<file path="config.mk">
export PLATFORM = sky130hd
export DESIGN_NAME = ce_strobe_gen_flat
export DESIGN_NICKNAME = d
export VERILOG_FILES = /design/src/rtl/ce_strobe_pkg.sv /design/src/rtl/ce_strobe_gen_if.sv /design/src/rtl/ce_calib_edge.sv /design/src/rtl/ce_strobe_gen.sv /design/src/flat_wrapper.sv
export SDC_FILE = /design/constraint.sdc
export NUM_CORES = 1
export LEC_CHECK = 0
export CAP_MARGIN = 15
export CELL_PAD_IN_SITES_DETAIL_PLACEMENT = 0
export CELL_PAD_IN_SITES_GLOBAL_PLACEMENT = 1
export CORE_AREA = 2 2 39 41
export DETAILED_ROUTE_END_ITERATION = 8
export DIE_AREA = 0 0 41 43
export PLACE_DENSITY_LB_ADDON = 0.1
export SLEW_MARGIN = 20
export SYNTH_ARGS = -nofsm -noshare
export SYNTH_HDL_FRONTEND = slang
export SYNTH_SLANG_ARGS = --single-unit
</file>
<file path="constraint.sdc">
create_clock -name CLK -period 2.9 [get_ports CLK]
set_clock_uncertainty 0.2 [all_clocks]
set_input_delay 0.435 -clock CLK [delete_from_list [all_inputs] [get_ports CLK]]
set_output_delay 0.435 -clock CLK [all_outputs]
set_load 0.02 [all_outputs]
</file>
<file path="src/rtl/ce_strobe_pkg.sv">
// Shared state encoding and parameter limits for the CE strobe generator.
package ce_strobe_pkg;

  typedef enum logic [1:0] {
    IDLE = 2'd0,
    RUN  = 2'd1,
    SLIP = 2'd2
  } ceStateE;

  localparam int DIV_MODE_MIN   = 1;
  localparam int DIV_MODE_MAX   = 16;
  localparam int INIT_DELAY_MIN = 0;
  localparam int INIT_DELAY_MAX = 15;

  localparam int PHASE_W = 4;
  localparam int WAIT_W  = 4;

endpackage

</file>
<file path="src/rtl/ce_strobe_gen_if.sv">
// Strobe bus: the generator (master) drives CE/PHASE/LOCK and samples CALIB.
interface ce_strobe_gen_if;
  import ce_strobe_pkg::*;

  logic               CALIB;
  logic               CE;
  logic [PHASE_W-1:0] PHASE;
  logic               LOCK;

  modport master (input CALIB, output CE, output PHASE, output LOCK);
  modport slave  (output CALIB, input CE, input PHASE, input LOCK);

endinterface

</file>
<file path="src/rtl/ce_calib_edge.sv">
// Falling-edge CALIB register with rise detect on the registered value.
module ce_calib_edge (
  input  logic CLK,
  input  logic RESET,
  input  logic calib_i,
  output logic rise_o
);

  logic calib_q;
  logic calibPrev_q;

  always_ff @(negedge CLK or posedge RESET) begin
    if (RESET) begin
      calib_q     <= 1'b0;
      calibPrev_q <= 1'b0;
    end else begin
      calib_q     <= calib_i;
      calibPrev_q <= calib_q;
    end
  end

  assign rise_o = calib_q & ~calibPrev_q;

endmodule

</file>
<file path="src/rtl/ce_strobe_gen.sv">
// Falling-edge CE strobe generator with start-up delay and LOCK indication.
// Define CE_STROBE_GEN_CALIB_EN to enable CALIB-driven one-cycle phase slips.
module ce_strobe_gen
  import ce_strobe_pkg::*;
#(
  parameter int DIV_MODE   = 4,
  parameter int INIT_DELAY = 0
) (
  input logic             CLK,
  input logic             RESET,
  ce_strobe_gen_if.master bus
);

  if (DIV_MODE < DIV_MODE_MIN || DIV_MODE > DIV_MODE_MAX) begin : gBadDivMode
    $fatal(1, "ce_strobe_gen: DIV_MODE=%0d outside %0d..%0d", DIV_MODE, DIV_MODE_MIN, DIV_MODE_MAX);
  end
  if (INIT_DELAY < INIT_DELAY_MIN || INIT_DELAY > INIT_DELAY_MAX) begin : gBadInitDelay
    $fatal(1, "ce_strobe_gen: INIT_DELAY=%0d outside %0d..%0d", INIT_DELAY, INIT_DELAY_MIN, INIT_DELAY_MAX);
  end

  localparam logic [PHASE_W-1:0] LAST_PHASE = PHASE_W'(DIV_MODE - 1);
  localparam logic [WAIT_W-1:0]  WAIT_LAST  = WAIT_W'(INIT_DELAY);

  ceStateE            state_q, state_d;
  logic [WAIT_W-1:0]  waitCnt_q, waitCnt_d;
  logic [PHASE_W-1:0] phase_q, phase_d;
  logic               ce_q, ce_d;
  logic               lock_q, lock_d;
  logic               calibRise;

`ifdef CE_STROBE_GEN_CALIB_EN
  ce_calib_edge u_calibEdge (
    .CLK     (CLK),
    .RESET   (RESET),
    .calib_i (bus.CALIB),
    .rise_o  (calibRise)
  );
`else
  logic unusedCalib;
  assign unusedCalib = bus.CALIB;
  assign calibRise   = 1'b0;
`endif

  always_ff @(negedge CLK or posedge RESET) begin
    if (RESET) begin
      state_q   <= IDLE;
      waitCnt_q <= '0;
      phase_q   <= '0;
      ce_q      <= 1'b0;
      lock_q    <= 1'b0;
    end else begin
      state_q   <= state_d;
      waitCnt_q <= waitCnt_d;
      phase_q   <= phase_d;
      ce_q      <= ce_d;
      lock_q    <= lock_d;
    end
  end

  // A rise seen in SLIP (or IDLE) is dropped rather than queued.
  always_comb begin
    state_d = state_q;
    unique case (state_q)
      IDLE:    if (waitCnt_q == WAIT_LAST) state_d = RUN;
      RUN:     if (calibRise) state_d = SLIP;
      SLIP:    state_d = RUN;
      default: state_d = IDLE;
    endcase
  end

  // The edge leaving SLIP already advances the divider, so a slip costs exactly one cycle.
  always_comb begin
    waitCnt_d = waitCnt_q;
    phase_d   = phase_q;
    ce_d      = 1'b0;
    lock_d    = lock_q;
    unique case (state_q)
      IDLE: begin
        if (waitCnt_q == WAIT_LAST) begin
          phase_d = '0;
          lock_d  = 1'b1;
        end else begin
          waitCnt_d = waitCnt_q + 1'b1;
        end
      end
      RUN, SLIP: begin
        if (state_q == RUN && calibRise) begin
          phase_d = phase_q;
        end else if (phase_q == LAST_PHASE) begin
          phase_d = '0;
          ce_d    = 1'b1;
        end else begin
          phase_d = phase_q + 1'b1;
        end
      end
      default: begin
        waitCnt_d = '0;
        phase_d   = '0;
        lock_d    = 1'b0;
      end
    endcase
  end

  assign bus.CE    = ce_q;
  assign bus.PHASE = phase_q;
  assign bus.LOCK  = lock_q;

endmodule

</file>
<file path="src/flat_wrapper.sv">
// flat-port wrapper written by rule: the top's interface ports become plain ports
module ce_strobe_gen_flat import ce_strobe_pkg::*;
#(
  parameter int DIV_MODE   = 4,
  parameter int INIT_DELAY = 0
)
  (CLK, RESET, bus_CALIB, bus_CE, bus_PHASE, bus_LOCK);
  ce_strobe_gen_if bus_i ();
  input logic CLK;
  input logic RESET;
  input wire logic [$bits(bus_i.CALIB)-1:0] bus_CALIB;
  output wire logic [$bits(bus_i.CE)-1:0] bus_CE;
  output wire logic [$bits(bus_i.PHASE)-1:0] bus_PHASE;
  output wire logic [$bits(bus_i.LOCK)-1:0] bus_LOCK;
  assign bus_i.CALIB = bus_CALIB;
  assign bus_CE = bus_i.CE;
  assign bus_PHASE = bus_i.PHASE;
  assign bus_LOCK = bus_i.LOCK;
  ce_strobe_gen #(.DIV_MODE(DIV_MODE), .INIT_DELAY(INIT_DELAY)) u_core (.CLK(CLK), .RESET(RESET), .bus(bus_i));
endmodule
</file>
==> run_results.csv <==
group,metric,value,unit
outcome,status,"complete, but fails checks",
outcome,violations,"negative setup slack",
floorplan,num_rows,14,
final_layout,total_nets_final,65,
synthesis,synth_area_leaders,"dfrtn_1 51%, ha_1 7.7%, xnor2_1 5.4%",
power,leakage,0.320,nW
global_route,grt_pass1_wl,1.55,mm
final_layout,final_layout_size_suffix_gt1_share,39.7,%
route,wire_length_after_detailed_routing,925,um
global_route,global_route.overflow_total,0,
route,route.antenna.remaining_nets,0,
critical_path,cp_cell_sequence,"buf_6",
placed_design,io_buffers,7,
route,route.detailed.vias_per_inst,4.77,
critical_path,arrival,2.28,ns
worst_hold_path,path_type_of_the_worst_min_delay_path,"reg -> reg",
synthesis,synth.distinct_cells,22,
route,drtIter0Drc,7,
power,vdd.ir_drop.worst,0.000284,V
floorplan,height_of_the_chip,43,um
cts,cts-buffers-inserted,3,
placed_design,dpl_worst_slack,-0.194,ns
sta,timing.final.ws_setup,-0.0189,ns
critical_path,worstSetupStartpointType,"flip-flop",
sta,slew_at_the_pin_closest_to_its_max_slew_limit,0.381,ns
final_layout,syn2layout_area_growth,37.3,%
cts,clock-root-buffer,"clkbuf_4",
global_route,grt_use_total,14.0,%
global_route,first_global_vias,375,
route,post_drt_wl_per_cell,12.5,um
power,power_density,405,nW/um^2
critical_path,critPathBufInv,1,
final_layout,final_design_area_no_fill,668,sq um
route,dr_total_vias,353,
synthesis,register_area_share_after_synthesis,51.4,%
route,drt-pass1-iter-count,4,
synthesis,average_size_of_a_mapped_cell,11.9,sq um
global_route,largest_net_degree_at_the_start_of_global_routing,11,
synthesis,synthDominantAreaCellType,"dfrtn_1",
critical_path,stages_on_worst_setup_path,1,
floorplan,initial_core_util,35.2,%
sta,relSlewSlack,74.6,%
cts,cts_tree,"built",
cts,h-tree-depth,1,
synthesis,synth.top_cells.by_count,"10 x dfrtn_1, 4 x inv_1, 4 x nand2_1, 3 x ha_1, 3 x xnor2_1",
synthesis,synth-warning-count,0,
critical_path,endpoint_kind,"primary output",
critical_path,worst_path_max_delay_cell,"dfrtn_1",
sta,hold_violations,0,
synthesis,post_synthesis_instance_area,487,sq um
floorplan,fp.coreArea,1380,sq um
cts,worstSkewPairLatency,0.28,ns
synthesis,syn_inst,41,
floorplan,die_w,41,um
critical_path,path_max_fanout,2,
synthesis,synth_async_sr_flop_share,100,%
route,drcViolationCount,0,
cts,clock-sinks,10,
synthesis,edff_count_synth,0,
global_route,grt_antenna_before_repair,0,
flow_run,drv.max_cap_violation_count,0,
cts,clock_path_buffers,2,
floorplan,fp.dieArea,1760,sq um
critical_path,timing.critical_path.max_delay_family,"flip-flops",
critical_path,max_stage_delay,0.43,ns
synthesis,synthDominantCellAreaShare,51.4,%
sta,final-max-slew-violation-count,0,
sta,count_of_final_setup_violators,5,
placed_design,place.gp.congestion,0.671,
placed_design,numPlacedInstances,68,
worst_hold_path,whs_path_depth,1,
final_layout,antenna_cells_inserted,0,
synthesis,yosys_register_bits,10,
cts,post_cts_clock_slew_at_the_launch_and_capture_registers_of_the_worst_setup_and_hold_paths,0.05,ns
critical_path,timing.setup.critical_path_class,"reg -> out",
synthesis,synth_flop_cell,"dfrtn_1",
power,total_power,0.000271,W
floorplan,num_io_pins,9,
critical_path,worst_r2r_path_depth,5,
placed_design,placedInstanceArea,609,sq um
synthesis,post-synth-top-count-cell,"dfrtn_1",
synthesis,post_synthesis_net_count,47,
sta,grt_setup_unrepaired,"true",
final_layout,fin_cells,74,
cts,ctsHoldBuffers,0,
critical_path,critPathRequiredTime,2.27,ns
## cell type report
type                       count  area, sq um
fill                         141          716
sequential                    10          250
multi-input combinational     26          216
timing repair buffer          14          130
clock buffer                   4         36.3
tap                           16         20.0
inverter                       4         15.0
## layout by cell type, fill, tap and decap left out
| master | n |
|---|---|
| dfrtn_1 | 10 |
| buf_4 | 7 |
| buf_6 | 6 |
| nand2_1 | 4 |
| inv_1 | 4 |
| xnor2_1 | 3 |
| ha_1 | 3 |
| clkbuf_4 | 3 |
| nand2b_1 | 1 |
| or3b_4 | 1 |
| o211ai_2 | 1 |
| o21ai_1 | 1 |
| nor3b_2 | 1 |
| nor2_2 | 1 |
| mux2_4 | 1 |
| nand3_1 | 1 |
| a22o_1 | 1 |
| nor4bb_1 | 1 |
| nor2_1 | 1 |
| nor2b_1 | 1 |
| mux2_2 | 1 |
| mux2i_1 | 1 |
| nand4b_1 | 1 |
| o21ai_0 | 1 |
| clkbuf_8 | 1 |
| clkdlybuf4s50_1 | 1 |
## where the power goes
part           internal, W   total [W]  switching (W)
logic           0.00000125  0.00000397     0.00000272
registers         0.000140    0.000140              0
clock network    0.0000764    0.000126      0.0000501
## final timing paths
| kind | slack (ns) | startpoint | end |
|---|---|---|---|
| min reg2reg | 0.28 | u_core.waitCnt_q[3] | u_core.waitCnt_q[3] |
| min in group asynchronous | 1.57 | RESET | u_core.bus.CE |
| max reg2reg | 1.10 | u_core.waitCnt_q[0] | u_core.waitCnt_q[1] |
| max | -0.02 | u_core.bus.PHASE[1] | bus_PHASE[1] |
| max in group asynchronous | 0.63 | RESET | u_core.bus.PHASE[2] |
| min | 0.28 | u_core.waitCnt_q[3] | u_core.waitCnt_q[3] |
## logic make-up after synthesis
group | after synthesis | share of synthesized area (%)
AO/OA/AOI/OAI | 4 | 6.42
XOR/XNOR | 3 | 5.40
adder cells (fa/ha/maj) | 3 | 7.71
buffers and inverters | 5 | 4.11
flip-flops | 10 | 51.4
multiplexers | 3 | 7.45
AND/OR/NAND/NOR | 13 | 17.5
## timing repair
action	CTS	global route
resized for setup	35	1
endpoints found under the hold margin	0	0
gates cloned	0	0
setup endpoints to repair	6	6
setup buffers	1	1
## per-stage QoR
step / util [%] / setup TNS, ns / hold slack (ns)
global route: 48.3 / -0.187 / 0.325
CTS: 47.5 / -0.122 / 0.265
floorplan: - / 0 / 0.227
global placement: 44.0 / -1.03 / 0.239
finish: 48.3 / -0.0749 / 0.280
detailed placement: 44.0 / -1.08 / 0.264
## sequential cells by signal, summed over array words and instances, names as in the netlist
name / count
u_core.bus.LOCK: 1
u_core.bus.CE: 1
u_core.waitCnt_q: 4
u_core.bus.PHASE: 4
## per-layer routing
layer / vias up / wire length [um] / global-route usage [%]
met2: 6 / 477 / 19.4
li1: 171 / - / -
met4: 0 / 8 / 10.0
met5: - / 0 / 0
met1: 174 / 404 / 17.3
met3: 2 / 35 / 4.71
Note: power is estimated with default switching activity, not from simulation.
